**src/rtl/lsu_pkg.sv**
```systemverilog
// Shared definitions for the load/store unit: DQM lane codes, funct3 codes, FSM states.
// Also holds the small decode helpers used at request accept.
// No logic of its own; pure types, constants and combinational functions.
package lsu_pkg;

    localparam logic [1:0] DQM_BYTE = 2'b00;
    localparam logic [1:0] DQM_HALF = 2'b01;
    localparam logic [1:0] DQM_WORD = 2'b10;

    localparam logic [2:0] F3_B  = 3'b000;
    localparam logic [2:0] F3_H  = 3'b001;
    localparam logic [2:0] F3_W  = 3'b010;
    localparam logic [2:0] F3_BU = 3'b100;
    localparam logic [2:0] F3_HU = 3'b101;

    typedef enum logic [2:0] {
        ST_IDLE,
        ST_LOAD,
        ST_STORE,
        ST_RMW_RD,
        ST_RMW_WR,
        ST_RESP
    } lsu_state_e;

    // Illegal encodings and unaligned halves/words are both reported as misaligned.
    function automatic logic access_bad(input logic store, input logic [2:0] f3, input logic [1:0] off);
        logic bad;
        bad = 1'b0;
        case (f3)
            F3_B:    bad = 1'b0;
            F3_H:    bad = off[0];
            F3_W:    bad = (off != 2'b00);
            F3_BU:   bad = store;
            F3_HU:   bad = store | off[0];
            default: bad = 1'b1;
        endcase
        return bad;
    endfunction

    // Sub-word stores that do not start at lane 0 need the rest of the word preserved.
    function automatic logic needs_rmw(input logic [2:0] f3, input logic [1:0] off);
        return ((f3 == F3_B) && (off != 2'b00)) || ((f3 == F3_H) && (off == 2'b10));
    endfunction

    function automatic logic [1:0] dqm_for(input logic [2:0] f3);
        logic [1:0] dqm;
        case (f3)
            F3_B, F3_BU: dqm = DQM_BYTE;
            F3_H, F3_HU: dqm = DQM_HALF;
            default:     dqm = DQM_WORD;
        endcase
        return dqm;
    endfunction

endpackage

```
**src/rtl/lsu_align.sv**
```systemverilog
// Lane extract with sign/zero extension for loads, and lane merge for read-modify-write stores.
// Latency: purely combinational.
// Backpressure: none; follows its inputs every cycle.
module lsu_align
    import lsu_pkg::*;
(
    input  logic [2:0]  funct3_i,
    input  logic [1:0]  offset_i,
    input  logic [31:0] rdata_i,
    input  logic [31:0] wdata_i,
    output logic [31:0] load_o,
    output logic [31:0] merge_o
);

    logic [7:0]  byte_v;
    logic [15:0] half_v;

    // Pick the addressed lane from the read word and extend it to 32 bits.
    always_comb begin
        byte_v = rdata_i[{offset_i, 3'b000} +: 8];
        half_v = rdata_i[{offset_i[1], 4'b0000} +: 16];
        case (funct3_i)
            F3_B:    load_o = {{24{byte_v[7]}}, byte_v};
            F3_BU:   load_o = {24'h0, byte_v};
            F3_H:    load_o = {{16{half_v[15]}}, half_v};
            F3_HU:   load_o = {16'h0, half_v};
            default: load_o = rdata_i;
        endcase
    end

    // Drop the store data into its lane of the read word, keeping the other lanes.
    always_comb begin
        merge_o = rdata_i;
        case (funct3_i)
            F3_B:    merge_o[{offset_i, 3'b000} +: 8]     = wdata_i[7:0];
            F3_H:    merge_o[{offset_i[1], 4'b0000} +: 16] = wdata_i[15:0];
            default: merge_o = wdata_i;
        endcase
    end

endmodule

```
**src/rtl/load_store_unit.sv**
```systemverilog
// Data-memory initiator: one load/store per request, aligned sub-word access, RMW for offset sub-word stores.
// Latency: accept->respValid 2 cycles (load/store), 3 cycles (RMW), 1 cycle (misaligned/illegal).
// Backpressure: reqReady only in IDLE; stall held from accept until the response cycle completes.
module load_store_unit
    import lsu_pkg::*;
#(
    parameter int ADDR_W = 32,
    parameter int DATA_W = 32
) (
    input  logic              clk,
    input  logic              rst,
    input  logic              reqValid,
    input  logic              reqStore,
    input  logic [2:0]        reqFunct3,
    input  logic [ADDR_W-1:0] reqAddr,
    input  logic [DATA_W-1:0] reqData,
    output logic              reqReady,
    output logic              stall,
    output logic              respValid,
    output logic [DATA_W-1:0] respData,
    output logic              misaligned,
    output logic [ADDR_W-1:0] memAddress,
    output logic              memWE,
    output logic [DATA_W-1:0] memWData,
    output logic [1:0]        memDQM,
    input  logic [DATA_W-1:0] memRData
);

    lsu_state_e        state_q;
    logic [1:0]        off_q;
    logic [2:0]        f3_q;
    logic [DATA_W-1:0] data_q;
    logic              resp_vld_q;
    logic [DATA_W-1:0] resp_dat_q;
    logic              misal_q;
    logic [ADDR_W-1:0] mem_addr_q;
    logic              mem_we_q;
    logic [DATA_W-1:0] mem_wdata_q;
    logic [1:0]        mem_dqm_q;

    logic [DATA_W-1:0] load_d;
    logic [DATA_W-1:0] merge_d;

    lsu_align u_align (
        .funct3_i (f3_q),
        .offset_i (off_q),
        .rdata_i  (memRData),
        .wdata_i  (data_q),
        .load_o   (load_d),
        .merge_o  (merge_d)
    );

    // Access sequencer; every memory-side and response output is a register set on state entry.
    always_ff @(posedge clk) begin
        if (rst) begin
            state_q     <= ST_IDLE;
            off_q       <= 2'b00;
            f3_q        <= 3'b000;
            data_q      <= '0;
            resp_vld_q  <= 1'b0;
            resp_dat_q  <= '0;
            misal_q     <= 1'b0;
            mem_addr_q  <= '0;
            mem_we_q    <= 1'b0;
            mem_wdata_q <= '0;
            mem_dqm_q   <= DQM_WORD;
        end else begin
            resp_vld_q <= 1'b0;
            misal_q    <= 1'b0;
            mem_we_q   <= 1'b0;
            case (state_q)
                ST_IDLE: begin
                    if (reqValid) begin
                        off_q      <= reqAddr[1:0];
                        f3_q       <= reqFunct3;
                        data_q     <= reqData;
                        mem_addr_q <= {2'b00, reqAddr[ADDR_W-1:2]};
                        if (access_bad(reqStore, reqFunct3, reqAddr[1:0])) begin
                            // Error response; respData cleared so no stale load leaks out.
                            state_q    <= ST_RESP;
                            resp_vld_q <= 1'b1;
                            misal_q    <= 1'b1;
                            resp_dat_q <= '0;
                        end else if (!reqStore) begin
                            state_q   <= ST_LOAD;
                            mem_dqm_q <= dqm_for(reqFunct3);
                        end else if (needs_rmw(reqFunct3, reqAddr[1:0])) begin
                            state_q   <= ST_RMW_RD;
                            mem_dqm_q <= DQM_WORD;
                        end else begin
                            state_q     <= ST_STORE;
                            mem_we_q    <= 1'b1;
                            mem_wdata_q <= reqData;
                            mem_dqm_q   <= dqm_for(reqFunct3);
                        end
                    end
                end
                ST_LOAD: begin
                    state_q    <= ST_RESP;
                    resp_vld_q <= 1'b1;
                    resp_dat_q <= load_d;
                end
                ST_STORE: begin
                    state_q    <= ST_RESP;
                    resp_vld_q <= 1'b1;
                    resp_dat_q <= '0;
                end
                ST_RMW_RD: begin
                    state_q     <= ST_RMW_WR;
                    mem_we_q    <= 1'b1;
                    mem_wdata_q <= merge_d;
                end
                ST_RMW_WR: begin
                    state_q    <= ST_RESP;
                    resp_vld_q <= 1'b1;
                    resp_dat_q <= '0;
                end
                default: begin
                    state_q <= ST_IDLE;
                end
            endcase
        end
    end

    assign reqReady   = (state_q == ST_IDLE);
    // In IDLE a valid request is accepted this cycle, so the pipeline must already hold.
    assign stall      = (state_q != ST_IDLE) || reqValid;
    assign respValid  = resp_vld_q;
    assign respData   = resp_dat_q;
    assign misaligned = misal_q;
    assign memAddress = mem_addr_q;
    assign memWE      = mem_we_q;
    assign memWData   = mem_wdata_q;
    assign memDQM     = mem_dqm_q;

endmodule
```
**config.mk**
```make
export PLATFORM = sky130hd
export DESIGN_NAME = load_store_unit
export DESIGN_NICKNAME = d
export VERILOG_FILES = /design/src/rtl/lsu_pkg.sv /design/src/rtl/lsu_align.sv /design/src/rtl/load_store_unit.sv
export SDC_FILE = /design/constraint.sdc
export NUM_CORES = 1
export LEC_CHECK = 0
export BUFFER_PORTS_ARGS = -buffer_cell sky130_fd_sc_hd__clkbuf_2
export CORE_MARGIN = 5
export CORE_UTILIZATION = 55
export CTS_BUF_LIST = sky130_fd_sc_hd__clkbuf_4 sky130_fd_sc_hd__clkbuf_8
export DETAILED_ROUTE_END_ITERATION = 7
export PLACE_DENSITY_LB_ADDON = 0.1
export SYNTH_ARGS = -nofsm -noshare
export SYNTH_HDL_FRONTEND = slang
export SYNTH_HIERARCHICAL = 1
export SYNTH_SLANG_ARGS = --single-unit
```
**constraint.sdc**
```tcl
create_clock -name clk -period 6.8 [get_ports clk]
set_clock_uncertainty 0.15 [all_clocks]
set_input_delay 0.34 -clock clk [delete_from_list [all_inputs] [get_ports clk]]
set_output_delay 0.34 -clock clk [all_outputs]
set_load 0.01 [all_outputs]
```
==> results of run 1 <==
state kept, by name, indices dropped and copies added, names as in the netlist:
| name | count |
|---|---|
| memDQM | 2 |
| respValid | 1 |
| misaligned | 1 |
| respData | 32 |
| memWE | 1 |
| memWData | 32 |
| data_q | 32 |
| state_q | 3 |
| f3_q | 3 |
| memAddress | 30 |
| off_q | 2 |
path summary, 6_finish.rpt:
path | from | end | cells past startpoint
setup reg to reg | state_q[1] | memWData[0] | 4
setup / recovery | state_q[1] | memWData[0] | 4
hold / removal | reqData[14] | data_q[14] | 3
hold reg to reg | memAddress[22] | memAddress[22] | 2
cell type report:
cell class	count	area, um^2	share of cell area [%]
Clock buffer	23	310	3.38
Clock inverter	9	134	1.46
Inverter	41	154	1.67
Multi-Input combinational cell	618	3880	42.2
Sequential cell	139	2780	30.3
Tap cell	172	215	2.34
Timing Repair Buffer	275	1710	18.6
synthesized netlist by cell type, types with 9 or more instances:
library cell	instances
clkbuf_1	52
a221oi_2	29
o21ai_0	19
nor2b_1	9
nor2_1	11
dfxtp_1	139
nand2_1	187
inv_1	40
buf_2	12
a221o_1	20
a22oi_1	11
mux2i_1	19
a21oi_1	154
a211oi_1	32
a22o_1	25
buf_1	9
o22ai_1	32
power breakdown:
| part | switching (mW) | internal, mW | total, mW |
|---|---|---|---|
| registers | 0.0498 | 0.878 | 0.928 |
| clock network | 0.322 | 0.418 | 0.739 |
| logic | 0.366 | 0.236 | 0.602 |
kinds of logic after synthesis:
kind of cell / share of synthesized area (%)
fa+ha+maj: 1.01
other cells: 0.0524
buf+inv: 7.19
compound gates: 35.0
flops: 38.9
mux: 3.60
simple gates: 14.3
through the flow:
stage          total power [mW]  setup WS (ns)  std cells  hold WS, ns  area, um^2
6_report                   2.27           3.65       1277       0.0306        9190
5_1_grt                    2.38           3.50       1277       0.0264        9190
4_1_cts                    2.26           3.72       1277    0.0000487        9190
3_5_place_dp               1.51           3.75       1184        0.295        8140
3_3_place_gp               1.50           3.86       1184        0.292        8140
2_1_floorplan              1.33           4.38        878        0.285        7160
critical path: stages (launching register included):
cell and delay, ns:
dfxtp_1 0.38, nor3_4 0.45, nand2_1 0.77, a22o_2 0.86, a221oi_1 0.42
cell usage in the layout, fill, tap and decap left out, types with 12 or more instances in the layout:
cell type and instances:
a21oi_1 154, a221oi_2 29, inv_1 40, dlygate4sd3_1 61, mux2i_1 19, nand2_1 185, a211oi_1 32, o21ai_0 19
a22o_1 25, buf_4 12, o22ai_1 32, clkbuf_2 202, clkbuf_8 22, dfxtp_1 139, a221o_1 20
per-layer routing:
layer | share of wire (%) | vias up | global-route usage [%]
met5 | 0 | - | 0
met4 | 2.9 | 0 | 9.58
met3 | 9.3 | 52 | 8.13
met2 | 45 | 410 | 47.8
met1 | 42 | 3524 | 41.2
li1 | - | 3625 | -
timing repair:
action,4_1_cts,5_1_grt
hold buffers,61,0
endpoints found under the hold margin,61,0
buffers inserted,0,0
==> impl_results.md, run 1 <==
* CTS-repair resized insts at 0
* Clk_lat worst skew at 0.44 ns
* Highest Clock Rate at 318 MHz
* Crit path DAT at 3.33 ns
* NumNets Final at 1200
* CTS Buf Count at 17
* Setup_tns at 0 ns
* Post-synth top area share at 38.9%
* RSZ-0062 raised after global routing: false
* Leak at 3.69 nW
* Number of I/O port buffers at 203
* Vias per cell at 5.96
* Yosys cell types at 59
* DIE AREA at 15400 um^2
* Initial core utilization at 56.5%
* Period utilization at 46.3%
* Syn Inst Count at 877
* Die Y at 124 um
* HP Class: input port to flop
* Slew Viols, Final at 0
* Die Wd at 124 um
* Total GRT Usage at 30.5%
* First-pass GRT wire length at 37200 um
* Avg WL per Cell at 18.4 um
* Max Root-Sink Buffers at 2
* Area Overhead vs Synth at 28.4%
* Status: complete, no violations
* Initial antenna violation count at 0
* CTS H-Tree Depth at 4
* CP Launch Type: flop
* Synth Flop Type: dfxtp_1
* Max IR drop VDD at 0.170 mV
* Final Hold Viols at 0
* Register bit total from synthesis at 139
* Async set or reset register ratio after synthesis at 0%
* Core area at 12700 um^2
* # fillers at 1023
* Final min period at 3.15 ns
* DRT Pass-1 Iters at 6
* Netlist Area Pre-Place at 7160 um^2
* Register area share after synthesis at 38.9%
* Synth top area cells: dfxtp_1, a21oi_1, nand2_1
* Antenna Cells at 0
* Drt drc at 0
* Num Clock Sinks at 139
* Crit-path max FO at 33
* Number of core rows at 41
* Pwr per Cell Area at 247 nW/um^2
* I/O pin cnt at 206
* Syn avg cell area at 8.16 um^2
* Worst setup EP type: flop
* Slew HR at 22.2%
* Final ANT Viol Nets at 0
* GPL Wtd Cong at 0.912
* Max_cap viols at 0
* EDFF count, synth at 0
* Synth warn at 6
* CTS tree: yes
* Detailed-route via count at 7611
* Overall routed net length at 23500 um
* Crit Path Class: flop to flop
* Layout cell share with drive strength beyond 1 at 26.8%
* HPWL after detailed placement at 15500 um
* Clk slew on worst S/H paths at 0.08 ns
* Number of global-route vias before repair at 7113
* Final core utilization at 72.5%
* 1st-iter DRT viols at 818
* CP required at 6.98 ns
* Synth area leader: dfxtp_1
* Tightest Pin Transition at 1.16 ns
* Final setup fails at 0
* Pin count of the biggest net entering global routing at 79
* CTS root buf: clkbuf_8
* Reg2Reg Setup Slack at 3.65 ns
* Grt total ovfl at 0
No activity file was read; power rests on OpenSTA's default activity.
==> run 2: changes to the inputs <==
Settings changed: CORE_UTILIZATION 55 to 49.
Clock period 6.8 ns to 2.7 ns, I/O delays scaled along.
==> impl_results.md, run 2 (synthesis results as in run 1) <==
* Highest Clock Rate at 406 MHz
* Antenna Cells at 0
* Number of core rows at 44
* CTS Buf Count at 17
* FF-to-FF Start: off_q[1]
* Period utilization at 91.2%
* Place WS at 0.170 ns
* Slew HR at 25.8%
* Internal Dissipation at 3.84 mW
* First-pass GRT wire length at 37400 um
* CTS tree: yes
* GPL Wtd Cong at 1.00
* Cell area after layout at 9430 um^2
* I/O pin cnt at 206
* NumNets Final at 1223
* Pin count of the biggest net entering global routing at 68
* FF-to-FF End: memWData[31]
* Area Overhead vs Synth at 31.8%
* CTS root buf: clkbuf_8
* Core area at 14400 um^2
* HPWL after detailed placement at 16200 um
* Setup_tns at 0 ns
* Max Root-Sink Buffers at 2
* Flop pwr share at 41.0%
* Hold Slack at 0.0265 ns
* Vias per cell at 5.78
* Worst setup EP type: flop
* Max IR drop VDD at 0.340 mV
* Initial antenna violation count at 0
* Detailed-route via count at 7574
* Initial core utilization at 49.6%
* Clk slew on worst S/H paths at 0.08 ns
* Switching pwr at 1.86 mW
* Crit path DAT at 2.66 ns
* HP Class: input port to flop
* Final min period at 2.46 ns
* Die Y at 131 um
* CP startpoint: off_q[1]
* Slew Viols, Final at 0
* Most common cell after layout, fill and taps aside: clkbuf_2
* 1st-iter DRT viols at 941
* Placed instance count at 1207
* Number of global-route vias before repair at 6922
* Max_cap viols at 0
* Post-CTS setup repair buffer count at 0
* Most frequent cells in the layout: clkbuf_2, nand2_1, a21oi_1
* Leak at 3.81 nW
* Clk_lat worst skew at 0.44 ns
* Crit Path Class: flop to flop
* Avg WL per Cell at 18.7 um
* Number of I/O port buffers at 203
* Clock power share at 31.1%
* Power Total at 5.70 mW
* DIE AREA at 17100 um^2
* Finished Layout Cells at 1310
* CP endpoint: memWData[31]
* Total GRT Usage at 27.9%
* Pwr per Cell Area at 605 nW/um^2
* Status: complete, no violations
* Switching share of power at 32.6%
* CTS H-Tree Depth at 4
* Final ANT Viol Nets at 0
* Final core utilization at 65.4%
* # fillers at 1239
* R2R depth at 8
* Drt drc at 0
* Final Hold Viols at 0
* DRT Pass-1 Iters at 6
* CP Launch Type: flop
* Grt total ovfl at 0
* Die Wd at 131 um
* Overall routed net length at 24500 um
* Power share of the combinational group at 27.9%
* DP Area at 8280 um^2
* Crit-path max FO at 8
* Reg2Reg Setup Slack at 0.24 ns
* Num Clock Sinks at 139
* Slack of the critical path at 0.238 ns
* Tightest Pin Transition at 1.11 ns
* CP required at 2.89 ns
* Final setup fails at 0
* Layout cell share with drive strength beyond 1 at 27.1%
* RSZ-0062 raised after global routing: false
==> run 2: cell type report <==
class                      count  area [um^2]  share of cell area, %
clock buffer                  22          290                   3.08
tap                          184          230                   2.44
timing repair buffer         298         1960                   20.8
clock inverter                 8          118                   1.25
sequential                   139         2780                   29.5
multi-input combinational    618         3890                   41.3
inverter                      41          154                   1.63
==> run 2: routing by layer <==
metal	GRT usage, %	share of wire (%)
met1	39.7	43
met5	0	0
met4	11.3	3.0
met3	5.65	8.9
met2	41.4	45
==> run 2: how the worst min path moves through the flow <==
stage / from / endpoint / slack, ns / cells after the start
6_report: reqValid / state_q[0] / 0.03 / 4
5_1_grt: memRData[5] / respData[5] / 0.04 / 5
4_1_cts: reqValid / state_q[0] / 0.009 / 4
3_5_place_dp: reqAddr[30] / memAddress[28] / 0.21 / 3
3_3_place_gp: reqAddr[29] / memAddress[27] / 0.21 / 3
2_1_floorplan: reqFunct3[0] / f3_q[0] / 0.12 / 2
==> run 2: what timing repair did <==
action                                 4_1_cts  5_1_grt
endpoints found under the hold margin      109        0
setup endpoints to repair                    0        7
resized for setup                            0        1
hold buffers                                73        0
==> run 2: critical path: stages (launching register included) <==
cell and delay [ns]:
dfxtp_1 0.41, inv_1 0.17, ha_1 0.37, nand3b_1 0.19
nor2_1 0.40, a221o_1 0.23, a22o_1 0.12, o22ai_1 0.06
a221oi_1 0.27
==> run 2: power groups by stage <==
| stage | clock network [mW] | logic [mW] | registers (mW) |
|---|---|---|---|
| 2_1_floorplan | 0 | 0.959 | 2.40 |
| 5_1_grt | 1.89 | 1.73 | 2.35 |
| 6_report | 1.77 | 1.59 | 2.34 |
| 3_3_place_gp | 0 | 1.47 | 2.38 |
| 4_1_cts | 1.80 | 1.57 | 2.33 |
| 3_5_place_dp | 0 | 1.48 | 2.38 |
==> run 3: changes to the inputs <==
Settings changed: CORE_UTILIZATION 49 to 48, SYNTH_HIERARCHICAL 1 to default.
==> impl_results.md, run 3 <==
* Syn Inst Count at 836
* Status: complete, no violations
* Drt drc at 0
* Overall routed net length at 23900 um
* CTS tree: yes
* Most frequent cells in the layout: clkbuf_2, nand2_1, dfxtp_1
* Highest Clock Rate at 390 MHz
* Placed instance count at 1169
* CTS H-Tree Depth at 4
* NumNets Final at 1215
* Most common cell in the synthesized netlist: nand2_1
* EDFF count, synth at 0
* Leak at 3.91 nW
* Crit path DAT at 2.80 ns
* Slew HR at 49.6%
* Clk slew on worst S/H paths at 0.08 ns
* Setup_tns at 0 ns
* Number of I/O port buffers at 203
* Die Wd at 128 um
* Number of global-route vias before repair at 7057
* Syn avg cell area at 8.03 um^2
* Period utilization at 95.0%
* Final setup fails at 0
* Synth area leader: dfxtp_1
* DRT Pass-1 Iters at 7
* Vias per cell at 5.69
* Avg WL per Cell at 18.4 um
* 1st-iter DRT viols at 620
* Synth top area cells: dfxtp_1, nand2_1, a21oi_1
* Clk_lat worst skew at 0.45 ns
* CTS Buf Count at 17
* CTS root buf: clkbuf_8
* Detailed-route via count at 7395
* Post-synth top area share at 41.5%
* Pwr per Cell Area at 575 nW/um^2
* Total GRT Usage at 28.7%
* Async set or reset register ratio after synthesis at 0%
* Initial antenna violation count at 0
* Register area share after synthesis at 41.5%
* Tightest Pin Transition at 0.756 ns
* Number of core rows at 43
* Yosys cell types at 51
* Max_cap viols at 0
* Register bit total from synthesis at 139
* GPL Wtd Cong at 0.947
* Netlist Area Pre-Place at 6710 um^2
* Slew Viols, Final at 0
* Synth Flop Type: dfxtp_1
* Num Clock Sinks at 139
* CP Launch Type: input port
* Max IR drop VDD at 0.367 mV
* First-pass GRT wire length at 37500 um
* Initial core utilization at 48.7%
* Layout cell share with drive strength beyond 1 at 25.2%
* Area Overhead vs Synth at 37.4%
* Final core utilization at 67.0%
* Crit-path max FO at 5
* Pin count of the biggest net entering global routing at 71
* Commonest cells in the netlist: nand2_1, dfxtp_1, a21oi_1
* Grt total ovfl at 0
* Final min period at 2.57 ns
* I/O pin cnt at 206
* Final ANT Viol Nets at 0
* Worst setup EP type: flop
* DIE AREA at 16400 um^2
* CP required at 2.93 ns
* Finished Layout Cells at 1300
* Max Root-Sink Buffers at 2
* Crit Path Class: input port to flop
* Die Y at 128 um
* Core area at 13800 um^2
* Most common cell after layout, fill and taps aside: clkbuf_2
* Final Hold Viols at 0
* HPWL after detailed placement at 16100 um
* HP Class: input port to flop
* Antenna Cells at 0
* Synth warn at 0
run 3: path summary, 6_finish.rpt:
kind | to | slack (ns) | cells after the start | from
max | memDQM[0] | 0.13 | 8 | reqAddr[1]
min | respData[15] | 0.05 | 4 | memRData[15]
max reg2reg | memDQM[0] | 0.21 | 6 | state_q[2]
min reg2reg | data_q[21] | 0.30 | 2 | data_q[21]
run 3: where the power goes:
group          internal (mW)  switching (mW)  total [mW]
clock network          0.782           0.860        1.64
registers               2.23           0.127        2.35
logic                  0.545           0.760        1.30
run 3: logic make-up after synthesis:
family | share of synthesized area (%)
compound gates | 27.7
buf+inv | 6.02
flops | 41.5
simple gates | 19.2
fa+ha+maj | 1.08
other cells | 0.0559
mux | 4.53
run 3: what timing repair did:
item                       CTS  global route
setup endpoints to repair    0             1
hold buffers                99             0
setup buffers                0             0
resized for setup            0             2
hold endpoints to repair   128             0
run 3: critical path, cell delays in order:
cell and delay (ns):
dlygate4sd3_1 0.56, clkbuf_2 0.14, nor4_1 0.41, nor2_1 0.20, a2111oi_1 0.52, nand2_1 0.12
dlygate4sd3_1 0.58, a21oi_1 0.14
run 3: per-stage QoR:
| step | hold WS, ns | total power [mW] | instance area [um^2] | setup slack (ns) |
|---|---|---|---|---|
| finish | 0.0523 | 5.30 | 9220 | 0.135 |
| global route | 0.0383 | 5.57 | 9220 | -0.0787 |
| CTS | 0.0162 | 5.30 | 9220 | 0.220 |
| detailed placement | 0.214 | 3.57 | 7850 | 0.362 |
| global placement | 0.209 | 3.56 | 7850 | 0.376 |
| floorplan | 0.121 | 3.09 | 6720 | 0.117 |
run 3: cell type report:
class	count	area, um^2
inverter	21	78.8
timing repair buffer	329	2210
clock buffer	19	262
multi-input combinational	599	3550
fill	1189	4550
clock inverter	13	116
tap	180	225
sequential	139	2780
run 3: routing by layer:
metal,vias to the layer above,GRT usage [%],wire (um)
met5,-,0,0
met4,0,11.5,737
met3,52,7.92,2090
met2,364,44.6,10900
met1,3424,37.6,10100
li1,3555,-,-
